### src/rtl/hud_pkg.sv
// Shared definitions for the lives HUD: screen bounds, the 6-bit RRGGBB
// sprite format with its full/dim expansions to 3-bit channels, the lives FSM
// state encoding and the per-pixel draw mode.
package hud_pkg;

   localparam int unsigned SCREEN_W = 640;
   localparam int unsigned SCREEN_H = 480;

   typedef logic [5:0] sprite_t;

   typedef struct packed {
      logic [2:0] r;
      logic [2:0] g;
      logic [2:0] b;
   } rgb_t;

   typedef enum logic [1:0] {
      StAlive = 2'd0,
      StBlink = 2'd1,
      StOver  = 2'd2
   } lives_state_e;

   typedef enum logic [1:0] {
      ModeNone = 2'd0,
      ModeDim  = 2'd1,
      ModeFull = 2'd2
   } pix_mode_e;

   // Full brightness: the 2-bit channel lands in the top bits.
   function automatic rgb_t expand_full(sprite_t c);
      rgb_t o;
      o.r = {c[5:4], 1'b0};
      o.g = {c[3:2], 1'b0};
      o.b = {c[1:0], 1'b0};
      return o;
   endfunction

   // Half brightness: same channel shifted down one bit.
   function automatic rgb_t expand_dim(sprite_t c);
      rgb_t o;
      o.r = {1'b0, c[5:4]};
      o.g = {1'b0, c[3:2]};
      o.b = {1'b0, c[1:0]};
      return o;
   endfunction

endpackage

### src/rtl/lives_fsm.sv
// Lives counter and blink/game-over state machine.
// Ports:
//   clk, rst                 pixel clock, synchronous active-high reset
//   frame_tick               one-cycle pulse per frame, advances the blink counter
//   life_lost, life_gained   one-cycle game events
//   restart                  reload START_LIVES, return to ALIVE
//   lives                    current lives count
//   blink_idx                slot of the most recently lost life
//   in_blink                 FSM is in BLINK
//   blink_on                 lost slot is in the lit half of its blink cycle
//   game_over                FSM is in OVER
module lives_fsm
   import hud_pkg::*;
#(
   parameter int unsigned MAX_LIVES    = 3,
   parameter int unsigned START_LIVES  = 3,
   parameter int unsigned BLINK_FRAMES = 60,
   parameter int unsigned BLINK_PERIOD = 8,
   localparam int unsigned LW = $clog2(MAX_LIVES + 1)
) (
   input  logic          clk,
   input  logic          rst,
   input  logic          frame_tick,
   input  logic          life_lost,
   input  logic          life_gained,
   input  logic          restart,
   output logic [LW-1:0] lives,
   output logic [LW-1:0] blink_idx,
   output logic          in_blink,
   output logic          blink_on,
   output logic          game_over
);

   localparam int unsigned FW = (BLINK_FRAMES > 1) ? $clog2(BLINK_FRAMES) : 1;
   localparam logic [FW-1:0] LastFrame = FW'(BLINK_FRAMES - 1);

   lives_state_e  state_q, state_d;
   logic [LW-1:0] lives_q, lives_d;
   logic [LW-1:0] blink_idx_q, blink_idx_d;
   logic [FW-1:0] frame_cnt_q, frame_cnt_d;

   always_ff @(posedge clk) begin
      if (rst) begin
         state_q     <= StAlive;
         lives_q     <= LW'(START_LIVES);
         blink_idx_q <= '0;
         frame_cnt_q <= '0;
      end else begin
         state_q     <= state_d;
         lives_q     <= lives_d;
         blink_idx_q <= blink_idx_d;
         frame_cnt_q <= frame_cnt_d;
      end
   end

   always_comb begin
      state_d     = state_q;
      lives_d     = lives_q;
      blink_idx_d = blink_idx_q;
      frame_cnt_d = frame_cnt_q;
      if (restart) begin
         state_d     = StAlive;
         lives_d     = LW'(START_LIVES);
         blink_idx_d = '0;
         frame_cnt_d = '0;
      end else if (state_q != StOver) begin
         if (life_lost && !life_gained && lives_q != '0) begin
            // A new loss always restarts the blink on the freshly emptied slot.
            lives_d     = lives_q - LW'(1);
            blink_idx_d = lives_q - LW'(1);
            frame_cnt_d = '0;
            state_d     = StBlink;
         end else begin
            if (life_gained && !life_lost && lives_q < LW'(MAX_LIVES)) begin
               lives_d = lives_q + LW'(1);
            end
            if (state_q == StBlink && frame_tick) begin
               if (frame_cnt_q == LastFrame) begin
                  frame_cnt_d = '0;
                  state_d     = (lives_d == '0) ? StOver : StAlive;
               end else begin
                  frame_cnt_d = frame_cnt_q + FW'(1);
               end
            end
         end
      end
   end

   always_comb begin
      lives     = lives_q;
      blink_idx = blink_idx_q;
      in_blink  = (state_q == StBlink);
      game_over = (state_q == StOver);
      blink_on  = (((32'(frame_cnt_q) / BLINK_PERIOD) % 2) == 0);
   end

endmodule

### src/rtl/lives_hud_renderer.sv
// HUD lives block: a row of MAX_LIVES life icons drawn from an external
// synchronous sprite ROM, with the just-lost icon blinking.
// Ports:
//   clk, rst                        pixel clock, synchronous active-high reset
//   frame_tick, life_lost,
//   life_gained, restart            frame pulse and game events (see lives_fsm)
//   h_count, v_count                current pixel position
//   rom_x, rom_y                    sprite address (combinational from h/v)
//   rom_data                        RRGGBB sprite data, one clock after address
//   lives, game_over                lives state
//   hud_hit                         registered: output pixel is opaque HUD
//   vga_r, vga_g, vga_b             registered colour, 2 clocks after h/v
module lives_hud_renderer
   import hud_pkg::*;
#(
   parameter int unsigned MAX_LIVES    = 3,
   parameter int unsigned START_LIVES  = 3,
   parameter int unsigned ICON_W       = 16,
   parameter int unsigned ICON_H       = 16,
   parameter int unsigned SPACING      = 8,
   parameter int unsigned X_START      = 160,
   parameter int unsigned Y_START      = 440,
   parameter int unsigned BLINK_FRAMES = 60,
   parameter int unsigned BLINK_PERIOD = 8,
   parameter bit          SHOW_EMPTY   = 1'b1,
   parameter logic [5:0]  TRANSPARENT  = 6'b000000,
   localparam int unsigned XW = $clog2(ICON_W),
   localparam int unsigned YW = $clog2(ICON_H),
   localparam int unsigned LW = $clog2(MAX_LIVES + 1)
) (
   input  logic          clk,
   input  logic          rst,
   input  logic          frame_tick,
   input  logic          life_lost,
   input  logic          life_gained,
   input  logic          restart,
   input  logic [9:0]    h_count,
   input  logic [9:0]    v_count,
   output logic [XW-1:0] rom_x,
   output logic [YW-1:0] rom_y,
   input  logic [5:0]    rom_data,
   output logic [LW-1:0] lives,
   output logic          game_over,
   output logic          hud_hit,
   output logic [2:0]    vga_r,
   output logic [2:0]    vga_g,
   output logic [2:0]    vga_b
);

   localparam int unsigned PITCH = ICON_W + SPACING;

   if (X_START + MAX_LIVES * PITCH > SCREEN_W) begin : g_chk_x
      $error("lives_hud_renderer: icon row runs past the screen width");
   end
   if (Y_START + ICON_H > SCREEN_H) begin : g_chk_y
      $error("lives_hud_renderer: icon row runs past the screen height");
   end

   logic [LW-1:0] blink_idx;
   logic          in_blink;
   logic          blink_on;

   lives_fsm #(
      .MAX_LIVES   (MAX_LIVES),
      .START_LIVES (START_LIVES),
      .BLINK_FRAMES(BLINK_FRAMES),
      .BLINK_PERIOD(BLINK_PERIOD)
   ) u_lives_fsm (
      .clk        (clk),
      .rst        (rst),
      .frame_tick (frame_tick),
      .life_lost  (life_lost),
      .life_gained(life_gained),
      .restart    (restart),
      .lives      (lives),
      .blink_idx  (blink_idx),
      .in_blink   (in_blink),
      .blink_on   (blink_on),
      .game_over  (game_over)
   );

   // Stage 0: slot hit test and sprite address.
   logic          hit0;
   logic [LW-1:0] idx0;
   pix_mode_e     mode0;

   always_comb begin
      hit0  = 1'b0;
      idx0  = '0;
      rom_x = '0;
      rom_y = '0;
      if (32'(v_count) >= Y_START && 32'(v_count) < Y_START + ICON_H) begin
         for (int unsigned i = 0; i < MAX_LIVES; i++) begin
            if (32'(h_count) >= X_START + i * PITCH &&
                32'(h_count) < X_START + i * PITCH + ICON_W) begin
               hit0  = 1'b1;
               idx0  = LW'(i);
               rom_x = XW'(32'(h_count) - (X_START + i * PITCH));
               rom_y = YW'(32'(v_count) - Y_START);
            end
         end
      end
   end

   always_comb begin
      if (idx0 < lives) begin
         mode0 = ModeFull;
      end else if (in_blink && idx0 == blink_idx && blink_on) begin
         mode0 = ModeFull;
      end else if (SHOW_EMPTY) begin
         mode0 = ModeDim;
      end else begin
         mode0 = ModeNone;
      end
   end

   // Stage 1: align hit/mode with the ROM read launched in stage 0.
   logic      hit1;
   pix_mode_e mode1;

   always_ff @(posedge clk) begin
      if (rst) begin
         hit1  <= 1'b0;
         mode1 <= ModeNone;
      end else begin
         hit1  <= hit0;
         mode1 <= mode0;
      end
   end

   // Stage 2: colour out.
   always_ff @(posedge clk) begin
      if (rst) begin
         hud_hit <= 1'b0;
         vga_r   <= '0;
         vga_g   <= '0;
         vga_b   <= '0;
      end else if (hit1 && mode1 != ModeNone && rom_data != TRANSPARENT) begin
         hud_hit <= 1'b1;
         if (mode1 == ModeFull) begin
            {vga_r, vga_g, vga_b} <= expand_full(rom_data);
         end else begin
            {vga_r, vga_g, vga_b} <= expand_dim(rom_data);
         end
      end else begin
         hud_hit <= 1'b0;
         vga_r   <= '0;
         vga_g   <= '0;
         vga_b   <= '0;
      end
   end

endmodule

### config.mk
export PLATFORM = sky130hd
export DESIGN_NAME = lives_hud_renderer
export DESIGN_NICKNAME = d
export VERILOG_FILES = /design/src/rtl/hud_pkg.sv /design/src/rtl/lives_fsm.sv /design/src/rtl/lives_hud_renderer.sv
export SDC_FILE = /design/constraint.sdc
export NUM_CORES = 1
export LEC_CHECK = 0
export BUFFER_PORTS_ARGS = -buffer_cell sky130_fd_sc_hd__clkbuf_2
export CAP_MARGIN = 20
export CELL_PAD_IN_SITES_DETAIL_PLACEMENT = 0
export CELL_PAD_IN_SITES_GLOBAL_PLACEMENT = 2
export CORE_MARGIN = 10
export CORE_UTILIZATION = 24
export CTS_BUF_LIST = sky130_fd_sc_hd__clkbuf_4 sky130_fd_sc_hd__clkbuf_8
export DETAILED_ROUTE_END_ITERATION = 12
export PLACE_DENSITY_LB_ADDON = 0.1
export SLEW_MARGIN = 0
export SYNTH_ARGS = -nofsm -noshare
export SYNTH_HDL_FRONTEND = slang
export SYNTH_SLANG_ARGS = --single-unit
export TNS_END_PERCENT = 50
### constraint.sdc
create_clock -name clk -period 2.04 [get_ports clk]
set_input_delay 0.204 -clock clk [delete_from_list [all_inputs] [get_ports clk]]
set_output_delay 0.204 -clock clk [all_outputs]
set_load 0.005 [all_outputs]
==> results of run 1 <==
-- path summary, 6_finish.rpt --
kind | from | cells past startpoint | slack, ns | end
setup / recovery | v_count[3] | 8 | 0.07 | mode1[0]
hold / removal | restart | 3 | 0.18 | u_lives_fsm.lives[0]
setup reg to reg | u_lives_fsm.lives[1] | 7 | 0.20 | u_lives_fsm.state_q[1]
hold reg to reg | mode1[1] | 2 | 0.48 | hud_hit
-- kinds of logic (layout without fill, tap and decap cells) --
kind of cell	after synthesis	in the layout	share of synthesized area, %
AOI/OAI and AO/OA	25	25	13.84
and+or+nand+nor	74	74	34.21
DFF	25	25	40.12
buffers and inverters	7	72	2.107
muxes	1	1	0.8024
xor gates and xnor gates	7	7	4.915
adders and majority gates	4	4	4.012
-- per-layer routing --
metal / up-vias / routed length (microns) / share of wire, % / GRT usage [%]
met5: - / 0 / 0 / 0
met3: 2 / 152 / 4.3 / 2.445
met1: 560 / 1685 / 48 / 10.46
met2: 29 / 1665 / 47 / 13.06
li1: 641 / - / - / -
met4: 0 / 17 / 0.48 / 2.314
-- where the power goes --
| part | internal, mW | switching [mW] | total (mW) | leakage, nW |
|---|---|---|---|---|
| Combinational | 0.0533 | 0.0554 | 0.109 | 0.596 |
| Clock | 0.136 | 0.154 | 0.290 | 0.0255 |
| Sequential | 0.492 | 0.00410 | 0.496 | 0.202 |
| Total | 0.682 | 0.213 | 0.895 | 0.824 |
-- cell usage after synthesis (all sizes together) --
| master | number |
|---|---|
| a2111o | 1 |
| a21o | 2 |
| a21oi | 5 |
| a22o | 1 |
| a22oi | 4 |
| a2bb2oi | 1 |
| a31oi | 2 |
| and2 | 7 |
| and3 | 6 |
| and4 | 1 |
| dfxtp | 25 |
| ha | 4 |
| inv | 7 |
| mux2i | 1 |
| nand2 | 10 |
| nand2b | 3 |
| nand4 | 3 |
| nand4b | 3 |
| nand4bb | 1 |
| nor2 | 21 |
| nor2b | 6 |
| nor3 | 4 |
| nor3b | 2 |
| nor4 | 1 |
| nor4b | 2 |
| nor4bb | 1 |
| o211a | 1 |
| o21ai | 5 |
| o22a | 1 |
| o32ai | 1 |
| o41ai | 1 |
| or2 | 1 |
| or3 | 1 |
| or4b | 1 |
| xnor2 | 2 |
| xor2 | 5 |
-- worst reg2reg max path, cell delays in order (launching register included) --
cell and delay [ns]:
dfxtp_1 0.40, inv_1 0.11, ha_1 0.22, nand4bb_1 0.24, a2bb2oi_2 0.18, o21ai_0 0.14
or3_1 0.36, a21oi_1 0.14
-- registers in the layout, summed over array words and instances, names as in the netlist, 2 cells and up --
signal and flops:
u_lives_fsm.frame_cnt_q 6, vga_b 3, vga_g 3, vga_r 3, mode1 2, u_lives_fsm.blink_idx 2, u_lives_fsm.lives 2, u_lives_fsm.state_q 2
-- per-stage QoR --
stage | instance area, sq um | instances | TNS [ns] | utilization, % | hold WS [ns]
after global placement | 1662 | 273 | -0.08596 | 32.74 | 0.4549
after CTS | 1710 | 277 | 0 | 33.70 | 0.1743
after floorplan | 1254 | 143 | -0.0004188 | - | 0.2833
after detailed placement | 1662 | 273 | -0.2158 | 32.74 | 0.4600
after global routing | 1744 | 278 | -0.03684 | 34.37 | 0.1975
final | 1744 | 278 | 0 | 34.37 | 0.1772
-- cell usage in the layout, fill, tap and decap left out, drive strengths merged, types with 2 or more instances in the layout --
cell type and count:
and2 7, xor2 5, and3 6, nand4 3, a31oi 2, dfxtp 25
nor4b 2, xnor2 2, nand4b 3, a21oi 5, nor3b 2, buf 10
a21o 2, a22oi 4, clkbuf 54, nand2 10, ha 4, nand2b 3
nor2 21, inv 7, nor2b 6, o21ai 5, nor3 4
-- area by class of cell --
type / instances / area share [%]
Inverter: 7 / 1.506
Clock buffer: 3 / 2.367
Clock inverter: 1 / 0.2869
Tap cell: 70 / 5.022
Timing Repair Buffer: 61 / 19.01
Sequential cell: 25 / 28.69
Multi-Input combinational cell: 111 / 43.11
-- timing repair --
action	CTS	global route
setup endpoints to repair	1	4
resized for setup	1	6
buffers inserted	0	1
pin swaps	0	3
gates cloned	0	0
==> run_results.csv, run 1 <==
group,metric,value,unit
power,power,0.8954,mW
timing,fin_skew,0.006850,ns
power,p_leak,0.8239,nW
worst_setup_path,slowest_stage,"or4b_1",
global_routing,grt_antenna_before_repair,0,
timing,relSlewSlack,68.13,%
drt,first_pass_iters,5,
global_routing,grt_overflow,0,
worst_hold_path,hold_class,"input pin to register",
outcome,outcome,"complete, no violations",
floorplan,die_area,0.008481,sq mm
place,dp_slack,-0.1118,ns
timing,layout_min_cycle_time,1.966,ns
drt,vias,1232,
global_routing,grt_pass1_wl,5913,microns
drt,ant_nets,0,
yosys,ys_top_cells_by_area,"dfxtp_1, nor2_1, ha_1, and2_1, xor2_1",
power,power_density,513.4,mW/mm^2
worst_setup_path,max_stage_delay,0.52,ns
timing,post-route-period-util,96.35,%
yosys,synth_area,0.001247,sq mm
timing,clock.fmax,508.7,MHz
worst_setup_path,crit_chain,"clkbuf_2, or4b_1, a2111o_1, buf_6, nor3_4, ha_1, a21o_1, o211a_1",
place,dp_hpwl,2958,microns
clock_tree,cts_tree,"built",
clock_tree,clock-root-buffer,"clkbuf_8",
yosys,yosysTopAreaCell,"dfxtp_1",
global_routing,track_usage,8.211,%
place,place.gp.congestion,0.8202,
clock_tree,htree_num_levels,1,
floorplan,rows,26,
place,port_buffers,52,
timing,setup-violations-final,0,
timing,final_max_slew_viol_count,0,
drt,drt-total-wl,3521,microns
cells_and_area,fin_nets,245,
power,ir_drop,0.2792,mV
worst_setup_path,critPathMaxFanout,3,
timing,tightest_slew,0.4770,ns
yosys,synth_top_area_share,40.12,%
worst_setup_path,crit_path_start_kind,"input pin",
worst_setup_path,path_delay_family,"compound AO/OA/AOI/OAI gates",
yosys,ys_seq_area_share,40.12,%
yosys,synth.avg_cell_area,8.723,sq um
cells_and_area,fill_cells,567,
timing,setup_ws,0.07437,ns
cells_and_area,syn_to_final_growth,39.82,%
yosys,ys_types,38,
clock_tree,insertion_delay,0.27,ns
floorplan,core_region_area,0.005075,sq mm
timing,rsz0062_at_grt,"true",
floorplan,dieWidth,92.10,microns
worst_setup_path,arrival,2.13,ns
cells_and_area,drive_gt1_share,35.58,%
drt,drtIter0Drc,69,
drt,routed_via_density,4.432,
cells_and_area,multi_input_area,752.0,sq um
worst_setup_path,cp.buffers_inverters,2,
worst_setup_path,path_class,"input pin to register",
worst_setup_path,crit_path_end_kind,"register",
clock_tree,clk_pin_slew,0.09,ns
worst_setup_path,required,2.21,ns
cells_and_area,regArea,500.5,sq um
job,cap_violations,0,
floorplan,ios,53,
global_routing,grt_pass1_vias,1265,
drt,drc,0,
yosys,syn-instance-count,143,
global_routing,grt_max_degree,15,
clock_tree,cts_buffer_depth,2,
clock_tree,clkSinkCount,25,
floorplan,die_y,92.10,microns
clock_tree,cts_buffers,3,
drt,wl_per_cell,12.67,microns
clock_tree,cts_hold_buf,0,
yosys,ys_seq_elements,25,
yosys,ys_warn_count,0,
cells_and_area,antennaDiodeCount,0,
floorplan,initial_utilization,24.58,%
timing,finalHoldViolCount,0,
yosys,synthesis.nets,179,
Power figures use the tool's default switching activity.
==> run 2: changes to the inputs <==
MAX_ROUTING_LAYER = met4   (was default)
PLACE_DENSITY = 0.87   (was default)
PLACE_DENSITY_LB_ADDON = default   (was 0.1)
==> run_results.csv, run 2 (synthesis gave the netlist of run 1 again) <==
group,metric,value,unit
outcome,outcome,"complete, no violations",
worst_setup_path,reg2reg_slack,0.19,ns
floorplan,die_area,0.008481,sq mm
power,p_switching,0.1991,mW
place,dp_slack,-0.08072,ns
drt,first_pass_iters,4,
clock_tree,cts_resized,0,
timing,setup_ws,0.1273,ns
power,ir_drop,0.2024,mV
clock_tree,insertion_delay,0.26,ns
worst_hold_path,worstHoldEndpoint,"u_lives_fsm.lives[1]",
floorplan,die_y,92.10,microns
power,switching_share,22.24,%
cells_and_area,fill_cells,580,
clock_tree,clk_pin_slew,0.08,ns
worst_setup_path,max_stage_delay,0.51,ns
drt,ant_nets,0,
clock_tree,htree_num_levels,1,
power,p_seq_share,55.4,%
worst_setup_path,crit_path_end_kind,"output port",
clock_tree,cts_buffer_depth,2,
clock_tree,clock-root-buffer,"clkbuf_8",
place,place.gp.congestion,0.7235,
global_routing,grt_pass1_vias,1232,
cells_and_area,top_register,"u_lives_fsm.frame_cnt_q",
clock_tree,cts_setup_buffers,0,
worst_setup_path,required,1.84,ns
worst_setup_path,crit_path_start_kind,"input pin",
worst_hold_path,hp-start,"restart",
cells_and_area,largest_reg_flops,6,
timing,tightest_slew,0.4798,ns
timing,clock.fmax,522.8,MHz
timing,layout_min_cycle_time,1.913,ns
drt,routed_via_density,4.356,
cells_and_area,final_common_cell,"clkbuf_2",
global_routing,grt_pass1_wl,5319,microns
drt,vias,1198,
drt,wl_per_cell,11.33,microns
drt,drtIter0Drc,29,
timing,fin_skew,0.0009955,ns
global_routing,grt_antenna_before_repair,0,
global_routing,grt_max_degree,14,
worst_hold_path,hold_class,"input pin to register",
worst_setup_path,slowest_stage,"or4b_1",
power,p_int,0.6962,mW
floorplan,dieWidth,92.10,microns
clock_tree,clkSinkCount,25,
cells_and_area,drive_gt1_share,32.68,%
timing,relSlewSlack,67.94,%
worst_setup_path,critPathMaxFanout,6,
cells_and_area,antennaDiodeCount,0,
floorplan,rows,26,
timing,post-route-period-util,93.76,%
worst_setup_path,timing.rr.end,"u_lives_fsm.state_q[1]",
worst_setup_path,path_delay_family,"simple AND/OR/NAND/NOR gates",
power,p_leak,0.8043,nW
worst_setup_path,path_class,"input pin to output port",
global_routing,track_usage,7.435,%
timing,rsz0062_at_grt,"false",
place,port_buffers,52,
cells_and_area,fin_nets,242,
floorplan,core_region_area,0.005075,sq mm
worst_setup_path,crit_chain,"clkbuf_2, or4b_1, a2111o_1, nor2_4, and2_1, clkbuf_2",
power,power_density,525.7,mW/mm^2
global_routing,grt_overflow,0,
cells_and_area,syn_to_final_growth,36.51,%
floorplan,initial_utilization,24.58,%
timing,final_max_slew_viol_count,0,
job,cap_violations,0,
drt,drc,0,
worst_setup_path,cp.buffers_inverters,2,
worst_setup_path,r2r_cells,7,
timing,setup-violations-final,0,
worst_setup_path,arrival,1.71,ns
power,power,0.8953,mW
timing,finalHoldViolCount,0,
power,pwr-share-comb,11.5,%
worst_hold_path,hold_depth,3,
clock_tree,cts_hold_buf,0,
clock_tree,cts_tree,"built",
power,power_frac_clock,33.0,%
clock_tree,cts_buffers,3,
floorplan,ios,53,
worst_setup_path,cp_common_cell,"clkbuf_2",
worst_setup_path,timing.rr.start,"u_lives_fsm.lives[1]",
drt,drt-total-wl,3117,microns
place,dp_hpwl,2677,microns
cells_and_area,mostFrequentLayoutCells,"clkbuf_2, dfxtp_1, nor2_1",
[run 2: changes by cell type in the layout (fill, tap and decap cells not counted), sizes merged]
cell	change
buf	-4
clkbuf	+2
clkinv	-1
[run 2: worst max path at each step]
stage                           from        to  slack (ns)  depth (start not counted)
final                     v_count[3]  rom_x[2]        0.13                          6
after global routing      v_count[3]  rom_x[1]        0.02                          6
after floorplan           v_count[3]  mode1[0]     -0.0004                          6
after global placement    v_count[3]  mode1[0]       -0.04                          7
after detailed placement  v_count[3]  mode1[0]       -0.08                          7
after CTS                 v_count[3]  rom_x[2]        0.02                          6
[run 2: layout make-up]
cell class	count	area, sq um	share of cell area, %
Multi-Input combinational cell	111	734.5	43.13
Sequential cell	25	500.5	29.39
Timing Repair Buffer	58	305.3	17.93
Tap cell	70	87.58	5.143
Clock buffer	4	48.80	2.866
Inverter	7	26.28	1.543
[run 2: tightest hold or removal path, cell delays in order]
cell	delay [ns]
clkbuf_2	0.09
nor2_1	0.07
nand2_1	0.06
[run 2: routing by layer]
layer / part of all wire (%) / wire length [microns] / global-route usage, % / vias to the layer above
met5: 0 / 0 / - / -
met4: 0.93 / 29 / 1.928 / 0
li1: - / - / - / 634
met2: 49 / 1539 / 12.59 / 30
met1: 44 / 1368 / 8.443 / 532
met3: 5.8 / 180 / 2.037 / 2
[run 2: power groups by stage]
stage / Sequential (mW) / Clock [mW] / Combinational, mW
finish: 0.496 / 0.296 / 0.103
global route: 0.497 / 0.329 / 0.117
global placement: 0.508 / 0 / 0.103
detailed placement: 0.508 / 0 / 0.103
CTS: 0.496 / 0.312 / 0.104
floorplan: 0.508 / 0 / 0.0483
[run 2: per-stage QoR]
step,instance area [sq um],hold WS (ns),util (%),cells,TNS [ns]
floorplan,1254,0.2833,-,143,-0.0004188
global placement,1647,0.4550,32.45,271,-0.07580
detailed placement,1647,0.4600,32.45,271,-0.1432
CTS,1695,0.1825,33.41,275,0
global route,1703,0.1966,33.56,275,0
finish,1703,0.1904,33.56,275,0
==> run 3: changes to the inputs <==
==> constraint.sdc (replaced) <==
create_clock -name clk -period 2.04 [get_ports clk]
set_input_delay 0.612 -clock clk [delete_from_list [all_inputs] [get_ports clk]]
set_output_delay 0.612 -clock clk [all_outputs]
set_load 0.005 [all_outputs]
==> run_results.csv, run 3 (synthesis gave the netlist of run 1 again) <==
group,metric,value,unit
timing,finalHoldViolCount,0,
clock_tree,clk_pin_slew,0.08,ns
clock_tree,insertion_delay,0.26,ns
floorplan,initial_utilization,24.58,%
clock_tree,clock-root-buffer,"clkbuf_8",
job,cap_violations,0,
worst_setup_path,reg2reg_slack,0.25,ns
floorplan,die_area,0.008481,sq mm
cells_and_area,top_register,"u_lives_fsm.frame_cnt_q",
timing,final_max_slew_viol_count,0,
timing,rsz0062_at_grt,"true",
drt,first_pass_iters,4,
timing,setup_ws,-0.6235,ns
worst_setup_path,path_class,"input pin to output port",
drt,drc,0,
worst_setup_path,required,1.43,ns
worst_setup_path,timing.rr.start,"u_lives_fsm.lives[1]",
place,place.gp.congestion,0.7463,
timing,fin_skew,0.001360,ns
power,power_density,511.3,mW/mm^2
clock_tree,clkSinkCount,25,
power,ir_drop,0.2471,mV
timing,post-route-period-util,130.6,%
global_routing,grt_overflow,0,
clock_tree,htree_num_levels,1,
drt,drtIter0Drc,30,
worst_hold_path,hold_class,"register to register",
worst_hold_path,worstHoldEndpoint,"hud_hit",
place,port_buffers,52,
cells_and_area,final_common_cell,"clkbuf_2",
cells_and_area,largest_reg_flops,6,
place,dp_hpwl,2713,microns
floorplan,dieWidth,92.10,microns
outcome,violations,"setup timing",
place,placed_area,0.001695,sq mm
cells_and_area,syn_to_final_growth,40.52,%
drt,drt-total-wl,3173,microns
cells_and_area,antennaDiodeCount,0,
worst_setup_path,crit_path_start_kind,"input pin",
worst_setup_path,timing.rr.end,"u_lives_fsm.state_q[1]",
global_routing,grt_pass1_vias,1278,
timing,relSlewSlack,71.36,%
global_routing,grt_antenna_before_repair,0,
worst_setup_path,arrival,2.05,ns
global_routing,grt_max_degree,15,
cells_and_area,design_area,0.001753,sq mm
floorplan,ios,53,
worst_hold_path,hp-start,"mode1[1]",
global_routing,track_usage,8.071,%
worst_hold_path,hold_depth,2,
power,p_leak,0.8390,nW
clock_tree,cts_buffer_depth,2,
outcome,outcome,"finished, violations left",
worst_setup_path,r2r_cells,7,
clock_tree,cts_tree,"built",
timing,setup-violations-final,10,
timing,finalSetupTns,-5.585,ns
drt,wl_per_cell,11.25,microns
floorplan,rows,26,
drt,ant_nets,0,
worst_setup_path,crit_path_end_kind,"output port",
drt,vias,1229,
floorplan,die_y,92.10,microns
timing,layout_min_cycle_time,2.663,ns
timing,tightest_slew,0.4287,ns
worst_setup_path,critPathMaxFanout,6,
clock_tree,cts_hold_buf,0,
global_routing,grt_pass1_wl,5775,microns
cells_and_area,mostFrequentLayoutCells,"clkbuf_2, dfxtp_1, nor2_1",
cells_and_area,drive_gt1_share,34.43,%
cells_and_area,fin_nets,249,
drt,routed_via_density,4.358,
timing,clock.fmax,375.5,MHz
clock_tree,cts_buffers,3,
floorplan,core_region_area,0.005075,sq mm
-- run 3: cell count changes in the layout (fill, tap and decap cells not counted) --
| cell | previous run | this run |
|---|---|---|
| buf_4 | 6 | 13 |
| clkbuf_2 | 52 | 49 |
| buf_2 | 0 | 2 |
| a2bb2oi_1 | 0 | 1 |
| a2bb2oi_2 | 1 | 0 |
| buf_6 | 0 | 1 |
| clkbuf_4 | 1 | 0 |
| clkinv_2 | 0 | 1 |
-- run 3: worst max-delay path, stage by stage --
cell and delay (ns):
buf_6 0.09, or4b_1 0.51, a2111o_1 0.44, buf_4 0.19, nor2_1 0.09, clkbuf_2 0.12
-- run 3: layout make-up --
cell class	count	area [sq um]
clock buffer	3	41.29
clock inverter	1	5.005
fill	574	3322
inverter	7	26.28
multi-input combinational	111	728.2
sequential	25	500.5
tap	70	87.58
timing repair buffer	65	364.1
-- run 3: worst max-delay path by stage --
stage          slack (ns)  cells after the start  startpoint  endpoint
2_1_floorplan       -0.52                      4  v_count[3]  rom_x[0]
3_3_place_gp        -0.65                      6  v_count[3]  rom_x[0]
3_5_place_dp        -0.67                      6  v_count[3]  rom_x[1]
4_1_cts             -0.64                      6  v_count[3]  rom_x[1]
5_1_grt             -0.73                      6  v_count[3]  rom_y[0]
6_report            -0.62                      6  v_count[3]  rom_x[3]
-- run 3: stage by stage --
step	cells	power (mW)	setup slack, ns	util, %	hold slack [ns]
2_1_floorplan	143	0.5552	-0.5153	-	0.4323
3_3_place_gp	278	0.6186	-0.6472	33.41	0.4629
3_5_place_dp	278	0.6191	-0.6721	33.41	0.4685
4_1_cts	282	0.9112	-0.6368	34.42	0.4899
5_1_grt	282	0.9496	-0.7325	34.54	0.5359
6_report	282	0.8963	-0.6235	34.54	0.4798
-- run 3: timing repair --
item	in CTS	in global routing
setup buffers	0	0
setup endpoints to repair	10	10
gates cloned	0	0
resized for setup	1	3
pin swaps	4	1
-- run 3: report_power, final --
group	switching (mW)	internal (mW)	total (mW)
logic	0.0530	0.0594	0.112
registers	0.00378	0.492	0.496
clock network	0.152	0.136	0.288
-- run 3: routing by layer --
| metal | share of wire, % | GRT usage [%] | up-vias |
|---|---|---|---|
| met5 | 0 | - | - |
| met3 | 5.2 | 2.119 | 4 |
| li1 | - | - | 648 |
| met4 | 1.2 | 2.314 | 0 |
| met1 | 44 | 9.057 | 546 |
| met2 | 50 | 13.76 | 31 |
